==> config.mk <==
export PLATFORM = sky130hd
export DESIGN_NAME = root_sched
export DESIGN_NICKNAME = d
export VERILOG_FILES = /design/src/rtl/root_sched.sv
export SDC_FILE = /design/constraint.sdc
export NUM_CORES = 1
export LEC_CHECK = 0
export CAP_MARGIN = 0
export CORE_ASPECT_RATIO = 2
export CORE_MARGIN = 4
export CORE_UTILIZATION = 39
export DETAILED_ROUTE_END_ITERATION = 6
export PLACE_DENSITY = 0.77
export SETUP_SLACK_MARGIN = 0.4
export SKIP_CTS_REPAIR_TIMING = 1
export SLEW_MARGIN = 20
export SYNTH_ARGS = -nofsm -noshare
export SYNTH_HDL_FRONTEND = slang
export SYNTH_SLANG_ARGS = --single-unit
export TNS_END_PERCENT = 100
==> constraint.sdc <==
create_clock -name clk -period 1.9 [get_ports clk]
set_input_delay 0.38 -clock clk [delete_from_list [all_inputs] [get_ports clk]]
set_output_delay 0.38 -clock clk [all_outputs]
set_load 0.05 [all_outputs]
==> src/rtl/root_sched.sv <==
// root_sched: round-robin front end for a shared root engine.
// Accepts one job at a time from up to four requesters, starts the engine,
// waits for its result and returns it with the requester id. Exponent 0 is
// rejected without touching the engine. Tracks engine latency per job.
module root_sched #(
  parameter int NREQ  = 4,
  parameter int LAT_W = 8
) (
  input  logic                clk,
  input  logic                rst_n,
  input  logic [NREQ-1:0]     req_valid,
  output logic [NREQ-1:0]     req_ready,
  input  logic [NREQ*10-1:0]  req_radicand,
  input  logic [NREQ*3-1:0]   req_exp,
  output logic                resp_valid,
  input  logic                resp_ready,
  output logic [1:0]          resp_id,
  output logic [19:0]         resp_data,
  output logic                resp_err,
  output logic                eng_in_valid,
  output logic [9:0]          eng_in_data_1,
  output logic [2:0]          eng_in_data_2,
  input  logic                eng_out_valid,
  input  logic [19:0]         eng_out_data,
  output logic [LAT_W-1:0]    last_latency
);

  typedef enum logic [1:0] {IDLE, ISSUE, WAIT, RESP} state_t;

  state_t           state;
  state_t           state_nxt;
  logic [1:0]       rr_ptr;
  logic [1:0]       job_id;
  logic [9:0]       job_rad;
  logic [2:0]       job_exp;
  logic [19:0]      data_q;
  logic             err_q;
  logic [LAT_W-1:0] lat_cnt;

  // Requester view padded to four slots so the id can index it directly.
  logic [3:0]       vld_pad;
  logic [9:0]       rad_arr [4];
  logic [2:0]       exp_arr [4];
  logic [3:0]       rdy_pad;

  logic             grant_vld;
  logic [1:0]       grant_id;
  logic [1:0]       idx;
  logic             xfer;
  logic             grant_err;

  function automatic logic [LAT_W-1:0] sat_inc(input logic [LAT_W-1:0] v);
    return (&v) ? v : v + {{(LAT_W-1){1'b0}}, 1'b1};
  endfunction

  for (genvar g = 0; g < 4; g++) begin : g_unpack
    if (g < NREQ) begin : g_act
      assign vld_pad[g] = req_valid[g];
      assign rad_arr[g] = req_radicand[10*g +: 10];
      assign exp_arr[g] = req_exp[3*g +: 3];
    end else begin : g_pad
      assign vld_pad[g] = 1'b0;
      assign rad_arr[g] = '0;
      assign exp_arr[g] = '0;
    end
  end

  // Round-robin search starting at rr_ptr, wrapping at NREQ.
  always_comb begin
    grant_vld = 1'b0;
    grant_id  = '0;
    idx       = '0;
    for (int k = 0; k < NREQ; k++) begin
      idx = 2'((int'(rr_ptr) + k) % NREQ);
      if (!grant_vld && vld_pad[idx]) begin
        grant_vld = 1'b1;
        grant_id  = idx;
      end
    end
  end

  // A grant only happens in IDLE once a lingering engine result has dropped;
  // rst_n gating keeps req_ready low while reset is held.
  assign xfer      = rst_n && (state == IDLE) && grant_vld && !eng_out_valid;
  assign grant_err = (exp_arr[grant_id] == 3'd0);

  // Next-state and Moore outputs.
  always_comb begin
    state_nxt     = state;
    rdy_pad       = '0;
    resp_valid    = 1'b0;
    eng_in_valid  = 1'b0;
    eng_in_data_1 = '0;
    eng_in_data_2 = '0;
    case (state)
      IDLE: begin
        rdy_pad[grant_id] = xfer;
        if (xfer) state_nxt = grant_err ? RESP : ISSUE;
      end
      ISSUE: begin
        eng_in_valid  = 1'b1;
        eng_in_data_1 = job_rad;
        eng_in_data_2 = job_exp;
        state_nxt     = WAIT;
      end
      WAIT: begin
        eng_in_data_1 = job_rad;
        eng_in_data_2 = job_exp;
        if (eng_out_valid) state_nxt = RESP;
      end
      RESP: begin
        resp_valid = 1'b1;
        if (resp_ready) state_nxt = IDLE;
      end
      default: state_nxt = IDLE;
    endcase
  end

  assign req_ready = rdy_pad[NREQ-1:0];
  assign resp_id   = job_id;
  assign resp_data = data_q;
  assign resp_err  = err_q;

  // State register.
  always_ff @(posedge clk or negedge rst_n) begin
    if (!rst_n) state <= IDLE;
    else        state <= state_nxt;
  end

  // Arbitration pointer and job capture on transfer.
  always_ff @(posedge clk or negedge rst_n) begin
    if (!rst_n) begin
      rr_ptr  <= '0;
      job_id  <= '0;
      job_rad <= '0;
      job_exp <= '0;
    end else if (xfer) begin
      rr_ptr  <= 2'((int'(grant_id) + 1) % NREQ);
      job_id  <= grant_id;
      job_rad <= rad_arr[grant_id];
      job_exp <= exp_arr[grant_id];
    end
  end

  // Response payload and engine latency measurement.
  always_ff @(posedge clk or negedge rst_n) begin
    if (!rst_n) begin
      data_q       <= '0;
      err_q        <= 1'b0;
      lat_cnt      <= '0;
      last_latency <= '0;
    end else begin
      if (xfer) begin
        data_q  <= '0;
        err_q   <= grant_err;
        lat_cnt <= '0;
      end
      if (state == ISSUE || state == WAIT) lat_cnt <= sat_inc(lat_cnt);
      if (state == WAIT && eng_out_valid) begin
        data_q       <= eng_out_data;
        last_latency <= lat_cnt;
      end
    end
  end

endmodule

* Yosys cells after proc, flatten, opt, wreduce, memory -nomap -nowiden
Index checks and enable logic that the tools add are counted.
Storage, ports and cells: register bits 56, input port bits 80, output and inout port bits 50, word-level logic and storage cells 90
Cells by class: add/sub/neg operators 5, magnitude comparators 7, eq/ne operators 7, muxes and demuxes 39, bitwise gates (word level) 2, reductions and logical operators 21
Operator list (number):
- $mux 20 | 2
- $mux 10 | 3
- $mux 8 | 3
- $bmux 10 s2 | 1
- $mux 2 | 8
- $lt 2x3->1 const B | 5
- $mux 1 | 11
- $mux 3 | 3
- $add 8x1->8 const B | 1
- $bmux 1 s2 | 4
- $logic_and 1x1->1 | 8
- $ne 2x2->1 const B | 4
- $pmux 2 s4 | 1
- $reduce_and 8->1 | 1
- $bmux 3 s2 | 1
- $add 2x1->2 const B | 2
- $add 2x2->2 const B | 2
- $and 4x4->4 | 1
- $eq 2x2->1 const B | 2
- $logic_not 1->1 | 4
- $mux 4 | 1
- $reduce_bool 2->1 | 2
- $ge 3x3->1 const B | 1
- $logic_not 3->1 | 1
- 9 further kinds | 9

* Longest topological paths before layout
Gate-level depths: netlist of the first run.
depth after elaboration 20, mapped depth 9, gate-level depth less buffers 8

* Worst setup path after synthesis of the first run
OpenSTA, ideal clock, no wires.
kind register to output, from register rr_ptr[1], to output req_ready[1], arrival 1781 ps, required time 1520 ps, slack -261 ps, stages on the path, launching flop included 7, path buffers 1, path through dfrtp_1 > and2_4 > o2bb2ai_1 > nor2_2 > buf_2 > ha_1 > and2_1
Between the ends: cells in the longest elaborated chain, start to end 18, elaborated cells between the ends (all ways) 34, those cells by class add/sub: 3; order compare: 2; mux: 19; bitwise: 1; reduce/logical: 9
Ends and longest elaborated chain:
- start, declared | line 32 | logic [1:0] rr_ptr;
- start signal, assigned | line 138 | rr_ptr <= 2'((int'(grant_id) + 1) % NREQ);
- parallel branches: the longest is 11 deep, another holds $add 2x1->2
- $mux 2 * | line 75 | if (!grant_vld && vld_pad[idx]) begin
- named net grant_id[0] | line 47 | logic [1:0] grant_id;
- $lt 2x3->1 (implied by the code) / $ge 2x1->1 (equally long branches) | line 97 | rdy_pad[grant_id] = xfer;
- $logic_and 1x1->1 (implied by the code) | line 97
- $mux 1 (implied by the code) | line 97
- $demux 1 s2 * | line 97
- $and 4x4->4 (no source line) *
- $mux 4 * | line 95 | case (state)
- end, declared | line 12 | output logic [NREQ-1:0] req_ready,
Mark *: on every way through the listed nets, which the timed path passes. The select of a mux whose other input is x is not followed.

* Worst setup path in the final report of the first run
from register rr_ptr[1], to output req_ready[1]
Between the ends: cells in the longest elaborated chain, start to end 18, elaborated cells between the ends (all ways) 34, those cells by class add/sub: 3; order compare: 2; mux: 19; bitwise: 1; reduce/logical: 9
Ends and longest elaborated chain (line):
- parallel branches: the longest is 16 deep, another holds $lt 2x3->1
- $and 4x4->4 (no source line) *
- $mux 4 * | 95
Every way passes the cells marked *. The select of a mux whose other input is x is not followed.

==> results of run 1 <==
Yosys cell counts, types with 2 or more instances:
cell type / number / area share
a211oi_2: 6 / 0.024
mux2i_1: 21 / 0.067
clkbuf_1: 10 / 0.012
xor2_1: 3 / 0.0084
o21ai_0: 25 / 0.040
mux2_2: 11 / 0.039
o21ai_1: 3 / 0.0048
a21oi_1: 8 / 0.013
buf_2: 4 / 0.0064
inv_1: 8 / 0.0096
nor3_1: 2 / 0.0032
nor2b_1: 3 / 0.0060
nand2_1: 90 / 0.11
and2_1: 19 / 0.038
buf_12: 2 / 0.013
o21ai_2: 10 / 0.028
nand2b_1: 2 / 0.0040
o31ai_1: 3 / 0.0072
ha_1: 10 / 0.040
nor2_1: 12 / 0.014
a31oi_1: 2 / 0.0040
dfrtp_1: 56 / 0.45
and3_1: 10 / 0.020
report_power, final:
part	switching [mW]	total (mW)	internal, mW
logic	3.97	7.47	3.51
clock network	0.414	0.942	0.527
registers	0.387	2.12	1.73
registers in the layout, summed over array words and instances (netlist names):
signal        cells
job_exp           3
job_rad          10
last_latency      8
lat_cnt           8
resp_data        20
resp_err          1
resp_id           2
rr_ptr            2
state             2
metrics by stage:
step / hold WS [ps] / cells / area [um^2]
2_1_floorplan: 84.4 / 336 / 3450
3_3_place_gp: 459 / 572 / 5070
3_5_place_dp: 463 / 572 / 5070
4_1_cts: 292 / 580 / 5220
5_1_grt: 328 / 606 / 5890
6_report: 269 / 606 / 5890
path summary, 6_finish.rpt:
kind,start,to,cells past startpoint
worst max-delay path,rr_ptr[1],req_ready[1],7
min in group clk,last_latency[3],last_latency[3],2
worst max register to register,rr_ptr[1],job_rad[8],9
worst min register to register,last_latency[3],last_latency[3],2
max in group asynchronous,rst_n,rr_ptr[1],2
worst min-delay path,rst_n,resp_data[0],2
routing by layer:
layer / track usage / wire length (um) / vias up
li1: - / - / 1471
met1: 0.174 / 3080 / 1521
met2: 0.379 / 6590 / 98
met3: 0.0313 / 487 / 21
met4: 0.0868 / 291 / 0
met5: 0 / 0 / -
logic make-up (layout without fill, tap and decap cells):
logic type,Yosys count,after routing,share of synthesized area
compound gates,65,65,0.149
xor+xnor,3,3,0.00836
fa+ha+maj,10,10,0.0398
buf+inv,27,201,0.0474
flops,56,56,0.446
mux,32,32,0.106
simple gates,143,143,0.203
layout make-up:
type / count / area [um^2]
Inverter: 9 / 36.3
Timing Repair Buffer: 184 / 2130
Multi-Input combinational cell: 253 / 2050
Fill cell: 510 / 2000
Sequential cell: 56 / 1400
Clock buffer: 8 / 146
Tap cell: 96 / 120
worst max-delay path: stages, from the launching register on:
cell,delay [ps]
dfrtp_2,460
and2_4,180
o221ai_4,220
and2_4,250
inv_4,60
ha_4,150
and2_4,130
buf_12,140
==> results.txt, run 1 <==
H-tree lvl count = 2
Initial antenna violation count = 0
Synth Instances = 336
Highest clock rate = 0.441 GHz
Post-synth cell types = 39
Max Cap Viol = 0
Failing checks = setup timing
Minimum clock period = 2270 ps
Max_slew headroom = 0.533
Starting Density = 0.399
Core Area = 7890 um^2
WP data required = 1520 ps
Vias in the first global route = 3114
Flops & latches, synth = 56
Chip Width = 71.5 um
Post-synth EDFFs = 0
Total gr overflow = 0
Count of pins over their slew limit = 0
PortBufs = 129
Vias post-DR = 3111
DRC Markers = 0
Final Cycle Share = 1.19
TritonCTS buffer count = 5
Drt total wl = 10.4 mm
Via density = 5.13
Reg2reg setup slack = -180 ps
Arrival @ worst endpoint = 1890 ps
CTS tree = built
Synth Cell Area = 3140 um^2
# clock sinks = 56
Die ar. = 9650 um^2
Post-DP HPWL = 7.21 mm
Largest net degree at the start of global routing = 57
Antenna Cells = 0
Share of layout cells above drive strength 1 = 0.369
Crit path capture type = primary output
Worst-Skew Late Latency = 300 ps
Least-Margin Pin Slew = 701 ps
Clock Skew = 5.84 ps
Floorplan row count = 46
Leading register cell type out of synthesis = dfrtp_1
Leakage power = 2.95 nW
Tot GR Track Use = 0.189
Status = finished with violations
Crit path setup slack, layout = -366 ps
Hold crit path type = in2async
Routed wire per std cell = 17.2 um
IO Pins = 130
Seq/Total Area, Yosys = 0.446
Total chip power = 10.5 mW
Clock slew at reported path FFs = 70 ps
Cell area power density = 1790 nW/um^2
Avg Cell Area, Syn = 9.36 um^2
DRT Pass-1 Iters = 4
Most frequent cells in the layout = nand2_1 (84), clkdlybuf4s50_1 (74), dfrtp_1 (55)
Syn_nets = 426
CP Launch Type = flip-flop
Setup violators final = 17
Ys Warns = 0
RSZ-0062 raised after global routing = yes
Synth-to-Final Area Change = 87.3%
Final hold vios = 0
Drt first-iter violations = 134
Place WS = -637 ps
Final core occ = 0.747
First-pass GRT wire length = 14.4 mm
Peak supply drop = 845 uV
Gpl congestion = 0.781
Maximum fanout along the worst path = 5
Ys async rst share = 1.00
Die height = 135 um
Kind of critical path = reg2out
Number of antenna-violating nets in the routed design = 0
Setup TNS Final = -3110 ps
CTS Buffer Depth = 2
Root Driver = clkbuf_16
Commonest non-fill, non-tap cell in the layout = nand2_1
NumNets Final = 599
Note: power is estimated with default switching activity, not from simulation.
==> run 2: changes to the inputs <==
--- a/config.mk
+++ b/config.mk
@@ -6,11 +6,13 @@
 export NUM_CORES = 1
 export LEC_CHECK = 0
 export CAP_MARGIN = 0
+export CELL_PAD_IN_SITES_DETAIL_PLACEMENT = 1
+export CELL_PAD_IN_SITES_GLOBAL_PLACEMENT = 2
 export CORE_ASPECT_RATIO = 2
-export CORE_MARGIN = 4
-export CORE_UTILIZATION = 39
+export CORE_UTILIZATION = 22
 export DETAILED_ROUTE_END_ITERATION = 6
-export PLACE_DENSITY = 0.77
+export HOLD_SLACK_MARGIN = 0.05
+export PLACE_DENSITY_LB_ADDON = 0.1
 export SETUP_SLACK_MARGIN = 0.4
 export SKIP_CTS_REPAIR_TIMING = 1
 export SLEW_MARGIN = 20
==> results.txt, run 2 (synthesized netlist as in run 1, its figures left out) <==
H-tree lvl count = 2 (unchanged)
Leakage power = 3.08 nW (was 2.95 nW)
Post-DP HPWL = 7.92 mm (was 7.21 mm)
CP Launch Type = flip-flop (unchanged)
Most frequent cells in the layout = nand2_1 (84), clkdlybuf4s50_1 (74), dfrtp_1 (53) (was nand2_1 (84), clkdlybuf4s50_1 (74), dfrtp_1 (55))
Failing checks = setup timing (unchanged)
Setup violators final = 14 (was 17)
Number of antenna-violating nets in the routed design = 0 (unchanged)
Peak supply drop = 625 uV (was 845 uV)
Antenna Cells = 0 (unchanged)
Crit path setup slack, layout = -262 ps (was -366 ps)
Max_slew headroom = 0.493 (was 0.533)
Core Area = 13900 um^2 (was 7890 um^2)
RSZ-0062 raised after global routing = yes (unchanged)
Die height = 171 um (was 135 um)
Fill cell count = 1506 (was 510)
Chip Width = 86.5 um (was 71.5 um)
Synth-to-Final Area Change = 98.8% (was 87.3%)
Floorplan row count = 61 (was 46)
Vias in the first global route = 3422 (was 3114)
First-pass GRT wire length = 16.4 mm (was 14.4 mm)
Cell area power density = 1700 nW/um^2 (was 1790 nW/um^2)
Clock slew at reported path FFs = 70 ps (about the same)
Reg2reg start = rr_ptr[1] (unchanged)
Gpl congestion = 0.758 (was 0.781)
CTS Buffer Depth = 2 (unchanged)
Root Driver = clkbuf_16 (unchanged)
Total gr overflow = 0 (unchanged)
Place WS = -534 ps (was -637 ps)
# clock sinks = 56 (unchanged)
Routed wire per std cell = 15.7 um (was 17.2 um)
Arrival @ worst endpoint = 1780 ps (was 1890 ps)
Crit-path cells = nand2b_1, a21oi_2, nor2_4, buf_4, ha_4, and2_4, buf_12 (was and2_4, o221ai_4, and2_4, inv_4, ha_4, and2_4, buf_12)
PortBufs = 129 (unchanged)
Status = finished with violations (unchanged)
Reg2reg setup slack = 10 ps (was -180 ps)
Slowest library cell on the worst path = dfrtp_2 (unchanged)
NumNets Final = 613 (was 599)
Commonest non-fill, non-tap cell in the layout = nand2_1 (unchanged)
DRC Markers = 0 (unchanged)
Least-Margin Pin Slew = 760 ps (was 701 ps)
Crit path capture type = primary output (unchanged)
Max Cap Viol = 0 (unchanged)
DRT Pass-1 Iters = 4 (unchanged)
FF-to-FF End = state[1] (was job_rad[8])
Minimum clock period = 2160 ps (was 2270 ps)
Initial antenna violation count = 0 (unchanged)
Drt first-iter violations = 33 (was 134)
IO Pins = 130 (unchanged)
Hold crit path type = in2async (unchanged)
Drt total wl = 11.2 mm (was 10.4 mm)
Count of pins over their slew limit = 0 (unchanged)
Tot GR Track Use = 0.144 (was 0.189)
TritonCTS buffer count = 5 (unchanged)
Maximum fanout along the worst path = 5 (unchanged)
Share of layout cells above drive strength 1 = 0.434 (was 0.369)
Kind of critical path = reg2out (unchanged)
Final Cycle Share = 1.14 (was 1.19)
Clock Skew = 4.95 ps (was 5.84 ps)
Critical path's top delay family = flip-flops (was simple AND/OR/NAND/NOR gates)
Worst-Skew Late Latency = 300 ps (about the same)
Reg2reg path depth = 9 (unchanged)
CTS tree = built (unchanged)
Final hold vios = 0 (unchanged)
Vias post-DR = 3098 (was 3111)
Setup TNS Final = -1380 ps (was -3110 ps)
CP Buf/Inv Count = 2 (unchanged)
Die ar. = 14800 um^2 (was 9650 um^2)
Via density = 4.35 (was 5.13)
Starting Density = 0.226 (was 0.399)
WP data required = 1520 ps (about the same)
Max FFs per register = 20 (unchanged)
Final core occ = 0.450 (was 0.747)
CP peak stage delay = 450 ps (was 460 ps)
Highest clock rate = 0.462 GHz (was 0.441 GHz)
Largest net degree at the start of global routing = 57 (unchanged)
-- run 2: cell types whose count changed in the layout (fill, tap and decap cells not counted), sizes merged --
| cell | delta |
|---|---|
| buf | +12 |
| clkbuf | -1 |
| clkinv | +1 |
| dlymetal6s2s | +1 |
-- run 2: power breakdown --
| group | leakage (nW) | internal, mW | switching [mW] |
|---|---|---|---|
| registers | 0.716 | 1.74 | 0.373 |
| logic | 2.30 | 3.64 | 3.96 |
| clock network | 0.0667 | 0.482 | 0.436 |
-- run 2: area by class of cell --
type	instances	area [um^2]	share of cell area
inverter	9	36.3	0.00581
tap	189	236	0.0378
clock inverter	1	5.00	0.000801
clock buffer	6	129	0.0206
sequential	56	1410	0.225
timing repair buffer	198	2340	0.375
multi-input combinational	253	2100	0.336
-- run 2: how the worst max path moves through the flow --
stage / startpoint / endpoint / slack [ps] / cells after the start
after floorplan: rr_ptr[1] / req_ready[2] / 40 / 7
after global placement: req_valid[2] / req_ready[0] / -490 / 8
after detailed placement: req_valid[2] / req_ready[0] / -530 / 8
after CTS: req_valid[2] / req_ready[0] / -540 / 8
after global routing: rr_ptr[1] / req_ready[3] / -330 / 7
final: rr_ptr[1] / req_ready[3] / -260 / 7
-- run 2: through the flow --
stage | hold WS (ps) | cells | area, um^2 | power, mW
after floorplan | 84.4 | 336 | 3450 | 6.12
after detailed placement | 469 | 673 | 5300 | 8.48
after CTS | 325 | 680 | 5440 | 9.44
final | 287 | 712 | 6250 | 10.6
after global placement | 459 | 673 | 5300 | 8.40
after global routing | 368 | 712 | 6250 | 11.3
-- run 2: worst register-to-register path: cells and delay by family, from the launching register on --
| family | cells | cell delay, ps |
|---|---|---|
| flip-flops | 1 | 450 |
| buffers and inverters | 3 | 300 |
| AND/OR/NAND/NOR | 2 | 390 |
| AO/OA/AOI/OAI | 4 | 680 |
-- run 2: routing by layer --
layer  GRT usage  wire length [um]
met5           0                 0
met4      0.0478               149
met3      0.0309               518
met2       0.294              6800
met1       0.135              3720
